===== src/rtl/button_event_queue_pkg.sv =====
`default_nettype none
// ============================================================================
// button_pkg: shared defaults and one-hot helpers for button_event_queue
// Rev 1.0
// ============================================================================
package button_pkg;

    localparam int NBTN_DEFAULT  = 4;
    localparam int DEPTH_DEFAULT = 4;
    localparam int BTN_MAX       = 16;
    localparam int IDX_MAX_W     = 4;

    // Two's-complement trick isolates the lowest set bit.
    function automatic logic [BTN_MAX-1:0] lsb_onehot(input logic [BTN_MAX-1:0] v);
        return v & (~v + BTN_MAX'(1));
    endfunction

    function automatic logic [IDX_MAX_W-1:0] onehot_to_idx(input logic [BTN_MAX-1:0] oh);
        logic [IDX_MAX_W-1:0] idx;
        idx = '0;
        for (int i = 0; i < BTN_MAX; i++) begin
            if (oh[i]) begin
                idx = idx | IDX_MAX_W'(i);
            end
        end
        return idx;
    endfunction

endpackage
`default_nettype wire


===== src/rtl/button_event_queue_if.sv =====
`default_nettype none
// ============================================================================
// button_event_queue_if: valid/ready event stream toward the input consumer
// Rev 1.0
// ============================================================================
interface button_event_queue_if #(
    parameter int CW = 2
);
    logic          evt_valid;
    logic          evt_ready;
    logic [CW-1:0] evt_code;

    modport master (
        output evt_valid,
        output evt_code,
        input  evt_ready
    );

    modport slave (
        input  evt_valid,
        input  evt_code,
        output evt_ready
    );
endinterface
`default_nettype wire


===== src/rtl/event_fifo.sv =====
`default_nettype none
// ============================================================================
// event_fifo: synchronous show-ahead FIFO; write into full allowed with a pop
// Rev 1.0
// ============================================================================
module event_fifo #(
    parameter int WIDTH = 2,
    parameter int DEPTH = 4,
    localparam int AW    = $clog2(DEPTH),
    localparam int CNT_W = AW + 1
) (
    input  wire logic             clk,
    input  wire logic             rst,
    input  wire logic             wr_en,
    input  wire logic [WIDTH-1:0] wr_data,
    input  wire logic             rd_en,
    output logic      [WIDTH-1:0] rd_data,
    output logic      [CNT_W-1:0] count,
    output logic                  full,
    output logic                  empty
);

    logic [WIDTH-1:0] mem_q [DEPTH];
    logic [AW-1:0]    wr_ptr_q;
    logic [AW-1:0]    rd_ptr_q;
    logic [CNT_W-1:0] count_q;
    logic             w_do_wr;
    logic             w_do_rd;

    assign w_do_rd = rd_en & ~empty;
    assign w_do_wr = wr_en & (~full | w_do_rd);

    assign full    = (count_q == CNT_W'(DEPTH));
    assign empty   = (count_q == '0);
    assign count   = count_q;
    assign rd_data = mem_q[rd_ptr_q];

    // Storage is reset too so the head reads a defined code straight out of reset.
    always_ff @(posedge clk or posedge rst) begin
        if (rst) begin
            wr_ptr_q <= '0;
            rd_ptr_q <= '0;
            count_q  <= '0;
            for (int i = 0; i < DEPTH; i++) begin
                mem_q[i] <= '0;
            end
        end else begin
            if (w_do_wr) begin
                mem_q[wr_ptr_q] <= wr_data;
                wr_ptr_q        <= wr_ptr_q + 1'b1;
            end
            if (w_do_rd) begin
                rd_ptr_q <= rd_ptr_q + 1'b1;
            end
            case ({w_do_wr, w_do_rd})
                2'b10:   count_q <= count_q + 1'b1;
                2'b01:   count_q <= count_q - 1'b1;
                default: count_q <= count_q;
            endcase
        end
    end

endmodule
`default_nettype wire


===== src/rtl/button_event_queue.sv =====
`default_nettype none
// ============================================================================
// button_event_queue: serializes debounced press pulses into an event FIFO
// Rev 1.0
// ============================================================================
module button_event_queue
    import button_pkg::*;
#(
    parameter int NBTN  = NBTN_DEFAULT,
    parameter int DEPTH = DEPTH_DEFAULT,
    localparam int CW    = $clog2(NBTN),
    localparam int CNT_W = $clog2(DEPTH) + 1
) (
    input  wire logic             clk,
    input  wire logic             rst,
    input  wire logic [NBTN-1:0]  btn_pulse,
    button_event_queue_if.master  evt,
    output logic      [CNT_W-1:0] count,
    output logic                  overflow,
    input  wire logic             ovf_clr
);

    logic [NBTN-1:0] pending_q;
    logic [NBTN-1:0] pending_d;
    logic            overflow_q;
    logic            overflow_d;
    logic [NBTN-1:0] w_cand;
    logic [NBTN-1:0] w_grant;
    logic [CW-1:0]   w_wr_code;
    logic            w_pop;
    logic            w_wr_ok;
    logic            w_full;
    logic            w_empty;
    logic            w_merge_loss;

    assign w_cand  = pending_q | btn_pulse;
    assign w_pop   = ~w_empty & evt.evt_ready;
    assign w_wr_ok = ~w_full | w_pop;

    assign w_grant   = w_wr_ok ? NBTN'(lsb_onehot(BTN_MAX'(w_cand))) : '0;
    assign w_wr_code = CW'(onehot_to_idx(BTN_MAX'(w_grant)));

    // A repeat pulse on a still-pending bit collapses into the earlier press.
    assign w_merge_loss = |(btn_pulse & pending_q & ~w_grant);

    assign pending_d  = w_cand & ~w_grant;
    assign overflow_d = (overflow_q & ~ovf_clr) | w_merge_loss;

    always_ff @(posedge clk or posedge rst) begin
        if (rst) begin
            pending_q  <= '0;
            overflow_q <= 1'b0;
        end else begin
            pending_q  <= pending_d;
            overflow_q <= overflow_d;
        end
    end

    assign overflow      = overflow_q;
    assign evt.evt_valid = ~w_empty;

    event_fifo #(
        .WIDTH (CW),
        .DEPTH (DEPTH)
    ) u_fifo (
        .clk     (clk),
        .rst     (rst),
        .wr_en   (|w_grant),
        .wr_data (w_wr_code),
        .rd_en   (w_pop),
        .rd_data (evt.evt_code),
        .count   (count),
        .full    (w_full),
        .empty   (w_empty)
    );

endmodule
`default_nettype wire


===== src/flat_wrapper.sv =====
// flat-port wrapper written by rule: the top's interface ports become plain ports
module button_event_queue_flat import button_pkg::*;
#(
    parameter int NBTN  = NBTN_DEFAULT,
    parameter int DEPTH = DEPTH_DEFAULT,
    localparam int CW    = $clog2(NBTN),
    localparam int CNT_W = $clog2(DEPTH) + 1
)
  (clk, rst, btn_pulse, count, overflow, ovf_clr, evt_evt_valid, evt_evt_code, evt_evt_ready);
  button_event_queue_if #(.CW((2))) evt_i ();
  input  wire logic clk;
  input  wire logic rst;
  input  wire logic [NBTN-1:0] btn_pulse;
  output logic      [CNT_W-1:0] count;
  output logic overflow;
  input  wire logic ovf_clr;
  output wire logic [$bits(evt_i.evt_valid)-1:0] evt_evt_valid;
  output wire logic [$bits(evt_i.evt_code)-1:0] evt_evt_code;
  input wire logic [$bits(evt_i.evt_ready)-1:0] evt_evt_ready;
  assign evt_evt_valid = evt_i.evt_valid;
  assign evt_evt_code = evt_i.evt_code;
  assign evt_i.evt_ready = evt_evt_ready;
  button_event_queue #(.NBTN(NBTN), .DEPTH(DEPTH)) u_core (.clk(clk), .rst(rst), .btn_pulse(btn_pulse), .evt(evt_i), .count(count), .overflow(overflow), .ovf_clr(ovf_clr));
endmodule

===== config.mk =====
export PLATFORM = sky130hd
export DESIGN_NAME = button_event_queue_flat
export DESIGN_NICKNAME = d
export VERILOG_FILES = /design/src/rtl/button_event_queue_pkg.sv /design/src/rtl/button_event_queue_if.sv /design/src/rtl/event_fifo.sv /design/src/rtl/button_event_queue.sv /design/src/flat_wrapper.sv
export SDC_FILE = /design/constraint.sdc
export NUM_CORES = 1
export LEC_CHECK = 0
export ABC_AREA = 1
export ABC_CLOCK_PERIOD_IN_PS = 5300
export CAP_MARGIN = 5
export CORE_MARGIN = 5
export CORE_UTILIZATION = 58
export CTS_BUF_LIST = sky130_fd_sc_hd__clkbuf_2
export CTS_CLUSTER_DIAMETER = 30
export CTS_CLUSTER_SIZE = 12
export DETAILED_ROUTE_END_ITERATION = 6
export PLACE_DENSITY = 0.86
export SETUP_SLACK_MARGIN = 0.1
export SLEW_MARGIN = 20
export SYNTH_ARGS = -nofsm -noshare
export SYNTH_HDL_FRONTEND = slang
export SYNTH_SLANG_ARGS = --single-unit

===== constraint.sdc =====
create_clock -name clk -period 5.3 [get_ports clk]
set_clock_uncertainty 0.05 [all_clocks]
set_input_delay 1.06 -clock clk [delete_from_list [all_inputs] [get_ports clk]]
set_output_delay 1.06 -clock clk [all_outputs]
set_load 0.01 [all_outputs]

==> results of run 1 <==
-- logic make-up after synthesis --
group | after synthesis | share of synthesized area [%]
buf+inv | 21 | 7.82
flops | 20 | 42.9
compound gates | 15 | 7.07
fa+ha+maj | 6 | 7.07
xor+xnor | 4 | 3.00
simple gates | 73 | 32.2
-- metrics by stage --
stage               hold slack, ns  setup slack, ns
global placement             0.410             2.10
CTS                          0.455             2.28
global route                 0.489             2.15
finish                       0.462             2.27
floorplan                    0.387             2.65
detailed placement           0.415             1.93
-- state kept, by name (all words and copies together) (netlist names) --
signal / count
u_core.u_fifo.mem_q: 8
u_core.pending_q: 4
u_core.u_fifo.count: 3
u_core.u_fifo.rd_ptr_q: 2
u_core.u_fifo.wr_ptr_q: 2
u_core.overflow: 1
-- worst reg2reg max path, delay by kind of cell (launching register included) --
family	cells	cell delay, ns
adder cells (fa/ha/maj)	2	0.53
XOR/XNOR	1	0.16
buffers and inverters	3	0.26
flip-flops	1	0.48
AO/OA/AOI/OAI	2	0.33
AND/OR/NAND/NOR	3	0.33
-- cell type report --
cell class                 count  area, um2
fill                         157        593
tap                           27       33.8
clock buffer                   3       15.0
clock inverter                 1       3.75
sequential                    20        500
multi-input combinational     98        576
inverter                      20       80.1
timing repair buffer          14        140
-- power breakdown --
| group | switching (mW) | total [mW] | internal [mW] | leakage [nW] |
|---|---|---|---|---|
| Clock | 0.0451 | 0.0615 | 0.0164 | 0.0140 |
| Combinational | 0.192 | 0.347 | 0.155 | 0.440 |
| Sequential | 0.0567 | 0.271 | 0.215 | 0.242 |
| Total | 0.294 | 0.680 | 0.386 | 0.696 |
-- worst paths after layout --
check / cells after the start / slack (ns) / startpoint / end
setup / recovery: 12 / 2.27 / btn_pulse[2] / u_core.u_fifo.count[2]
hold / removal: 2 / 0.46 / u_core.u_fifo.mem_q[5] / u_core.u_fifo.mem_q[5]
setup reg to reg: 11 / 3.05 / u_core.u_fifo.count[1] / u_core.u_fifo.count[2]
hold reg to reg: 2 / 0.46 / u_core.u_fifo.mem_q[5] / u_core.u_fifo.mem_q[5]
max in group asynchronous: 2 / 3.65 / rst / u_core.u_fifo.mem_q[6]
min in group asynchronous: 2 / 1.09 / rst / u_core.u_fifo.count[2]
-- cell usage after synthesis --
cell and n:
o21ai_0 6, ha_1 5, nand3_1 10, nor2_1 9, nand2_1 34, o22ai_1 2, xor2_1 3, o21ai_1 1
dfrtp_1 20, fa_1 1, nand2_2 4, a21oi_2 1, clkinv_4 1, nand3_2 1, nand4_1 4, inv_1 15
nor2_4 5, a21oi_1 4, inv_2 4, a31oi_1 1, xnor2_1 1, buf_6 1, nand2_4 2, nor2_2 4
-- metal layers --
metal,vias up,GRT usage (%),wire (um)
met4,0,9.13,53
li1,474,-,-
met3,8,4.09,103
met2,21,31.3,1120
met1,437,22.0,971
met5,-,0,0
==> impl_metrics.yaml, run 1 <==
cells_and_area:
  area_growth_pct: 15.5
  fin_util_pct: 69.5
  drive_gt1_share_pct: 16.0
  final_cell_mix: "nand2_1, dfrtp_1, inv_1"
  layout_commonest_cell: "nand2_1"
  stdcell_area_um2: 1350
  final_cells: 183
  nets: 171
  num_antenna_cells: 0
floorplanning:
  die_area_um2: 3010
  start_util_pct: 60.1
  boundaryPins: 15
  core_um2: 1940
  die_w_um: 54.9
  die_h_um: 54.9
  num_rows: 16
synthesis:
  synth_top_area_cell: "dfrtp_1"
  syn_area_um2: 1170
  synthCells: 139
  ys_top_cells_by_area: "dfrtp_1, nand2_1, ha_1, inv_1, nor2_4"
  yosys_warnings: 0
  yosysSeqAreaShare_pct: 42.9
  ys_types: 24
  avgSynthCellArea_um2: 8.40
  syn_nets: 153
  synth-seq-cells: 20
  yosys.area.top_type_share_pct: 42.9
pwr:
  power_mw: 0.680
  power.leakage_nw: 0.696
  p_per_area_nw_per_um2: 504
  ir_drop_uv: 283
route:
  drt_first_pass_iters: 4
  ant_nets: 0
  wl_per_cell_um: 12.3
  routed_via_density: 5.14
  route.detailed.drc: 0
  drt_iter0_markers: 32
  drt_wl_total_um: 2250
  vias: 940
timing:
  fin_crit_sh_pct: 57.1
  relSlewSlack_pct: 51.3
  rsz0062_at_grt: "false"
  maxSlewViolCount: 0
  setup_viol: 0
  timing.fmax_ghz: 0.330
  final.setup.tns_ns: 0
  timing_hold_violations_final: 0
  tightest_slew_ns: 0.729
  post-route-min-period_ns: 3.03
cts:
  cts.repair.resized: 0
  cts_setup_buffers: 0
  hold_buffers: 0
  cts_max_level: 1
  path_clk_slew_ns: 0.18
  cts_buffer_depth: 2
  cts-root-buf: "clkbuf_2"
  cts_tree: "built"
  clk-insertion-delay-late_ns: 0.31
  cts_buffers: 3
  cts_sinks: 20
run:
  maxCapViolCount: 0
global_routing:
  antenna_found_initial: 0
  grt_max_degree: 21
  grt.overflow.total: 0
  grt_usage_pct: 18.5
  grt_pass1_wl_um: 3940
  grt_pass1_vias: 940
setup_path:
  cp-end-kind: "register"
  critPathMaxStageDelay_ns: 0.46
  path_cells: "clkdlybuf4s50_1, nor2_2, nand2_2, nor2_4, nor2_4, inv_2, ha_1, inv_1, fa_1, a21oi_1, o21ai_0, xor2_1"
  crit_path_start_kind: "primary input"
  slowest_stage: "clkdlybuf4s50_1"
  cp_common_cell: "nor2_4"
  critical_path_class: "in -> reg"
  cp_max_fo: 8
  critPathRequiredTime_ns: 5.47
  arrival_ns: 3.19
  worst-path-buf-inv: 3
  critPathTopFamily: "buffers and inverters"
placement:
  portBuffers: 14
  hpwl_um: 1730
  dpl_cell_area_um2: 1330
  gp_congestion: 0.793
  dp_cells: 179
hold_path:
  hold_class: "reg -> reg"
run_status:
  status: "finished clean"
Note: power is estimated with default switching activity, not from simulation.
==> run 2: changes to the inputs <==
--- a/config.mk
+++ b/config.mk
@@ -6,15 +6,15 @@
 export NUM_CORES = 1
 export LEC_CHECK = 0
 export ABC_AREA = 1
-export ABC_CLOCK_PERIOD_IN_PS = 5300
+export ABC_CLOCK_PERIOD_IN_PS = 3000
 export CAP_MARGIN = 5
 export CORE_MARGIN = 5
-export CORE_UTILIZATION = 58
+export CORE_UTILIZATION = 56
 export CTS_BUF_LIST = sky130_fd_sc_hd__clkbuf_2
 export CTS_CLUSTER_DIAMETER = 30
 export CTS_CLUSTER_SIZE = 12
 export DETAILED_ROUTE_END_ITERATION = 6
-export PLACE_DENSITY = 0.86
+export PLACE_DENSITY = 0.84
 export SETUP_SLACK_MARGIN = 0.1
 export SLEW_MARGIN = 20
 export SYNTH_ARGS = -nofsm -noshare
==> constraint.sdc (replaced) <==
create_clock -name clk -period 3 [get_ports clk]
set_clock_uncertainty 0.05 [all_clocks]
set_input_delay 0.6 -clock clk [delete_from_list [all_inputs] [get_ports clk]]
set_output_delay 0.6 -clock clk [all_outputs]
set_load 0.01 [all_outputs]
==> run 2 against run 1 <==
Net effect:
- largest cell class unchanged
- sequential power rose by 75%
- critical endpoint unchanged
- core utilization down 1.6 points
- via count shrank 1.8%
==> impl_metrics.yaml, run 2 (synthesized netlist as in run 1, its figures left out) <==
global_routing:
  grt_usage_pct: 15.8
  antenna_found_initial: 0
  grt_pass1_vias: 902
  grt_max_degree: 21
  grt_pass1_wl_um: 3920
  grt.overflow.total: 0
cells_and_area:
  largest_reg_flops: 8
  area_growth_pct: 15.2
  fin_util_pct: 67.9
  regMostFlops: "u_core.u_fifo.mem_q"
  nets: 171
  stdcell_area_um2: 1350
  layout_commonest_cell: "nand2_1"
  drive_gt1_share_pct: 16.1
  num_antenna_cells: 0
  final_cell_mix: "nand2_1, dfrtp_1, inv_1"
  final_cells: 182
placement:
  dpl_cell_area_um2: 1330
  gp_congestion: 0.830
  hpwl_um: 1720
  portBuffers: 14
  dpl_worst_slack_ns: 0.157
  dp_cells: 179
floorplanning:
  die_h_um: 55.7
  die_area_um2: 3100
  core_um2: 1980
  die_w_um: 55.7
  boundaryPins: 15
  num_rows: 16
  start_util_pct: 58.9
cts:
  cts_max_level: 1
  cts_buffer_depth: 2
  cts_buffers: 3
  cts_setup_buffers: 0
  cts_tree: "built"
  cts-root-buf: "clkbuf_2"
  hold_buffers: 0
  cts_sinks: 20
  clk-insertion-delay-late_ns: 0.31
  cts.repair.resized: 0
  path_clk_slew_ns: 0.15
setup_path:
  critPathRequiredTime_ns: 3.15
  cp-end-kind: "register"
  cp-startpoint: "btn_pulse[0]"
  r2r-start: "u_core.pending_q[2]"
  crit_path_start_kind: "primary input"
  cp_max_fo: 8
  arrival_ns: 2.65
  critical_path_class: "in -> reg"
timing:
  holdWs_ns: 0.453
  rsz0062_at_grt: "false"
  timing.fmax_ghz: 0.399
  fin_crit_sh_pct: 83.6
  final.setup.tns_ns: 0
  setup_viol: 0
  timing_hold_violations_final: 0
  fin_ws_ns: 0.493
  maxSlewViolCount: 0
  tightest_slew_ns: 0.730
  post-route-min-period_ns: 2.51
  relSlewSlack_pct: 51.2
pwr:
  p_per_area_nw_per_um2: 883
  power.leakage_nw: 0.694
  power_mw: 1.19
  ir_drop_uv: 537
route:
  ant_nets: 0
  drt_first_pass_iters: 4
  routed_via_density: 5.07
  drt_wl_total_um: 2170
  wl_per_cell_um: 11.9
  drt_iter0_markers: 8
  vias: 923
  route.detailed.drc: 0
hold_path:
  hold_class: "reg -> reg"
  min_from: "u_core.u_fifo.mem_q[2]"
run_status:
  status: "finished clean"
run:
  maxCapViolCount: 0
==> run 2: worst paths after layout <==
path / cells after the start / endpoint / slack, ns
max: 12 / u_core.u_fifo.count[2] / 0.49
min: 2 / u_core.u_fifo.mem_q[2] / 0.45
max reg2reg: 11 / u_core.u_fifo.count[2] / 0.83
min reg2reg: 2 / u_core.u_fifo.mem_q[2] / 0.45
max in group asynchronous: 2 / u_core.u_fifo.mem_q[6] / 1.80
min in group asynchronous: 2 / u_core.pending_q[1] / 0.63
==> run 2: worst max-delay path, stage by stage <==
cell and delay (ns):
clkdlybuf4s50_1 0.46, nor2_4 0.19, nand2_2 0.12, nor2_4 0.14, nor2_4 0.06, inv_2 0.06, ha_1 0.13, inv_1 0.07
fa_1 0.40, a21oi_1 0.16, o21ai_0 0.11, xor2_1 0.15
==> run 2: where the power goes <==
part           leakage (nW)  switching, mW  internal [mW]
logic                 0.440          0.337          0.275
clock network        0.0125         0.0750         0.0273
registers             0.242         0.0943          0.379
==> run 2: area by class of cell <==
| type | instances | area [um2] |
|---|---|---|
| well taps | 27 | 33.8 |
| clock buffers | 3 | 15.0 |
| multi-input cells | 98 | 576 |
| flip-flops and latches | 20 | 500 |
| inverters | 20 | 80.1 |
| repair buffers | 14 | 140 |
| fillers | 161 | 637 |
==> run 2: layer usage <==
layer	GRT usage [%]	vias to the layer above	routed length [um]
met5	0	-	0
li1	-	469	-
met2	25.0	21	1060
met1	19.6	427	963
met3	6.26	6	104
met4	5.56	0	36
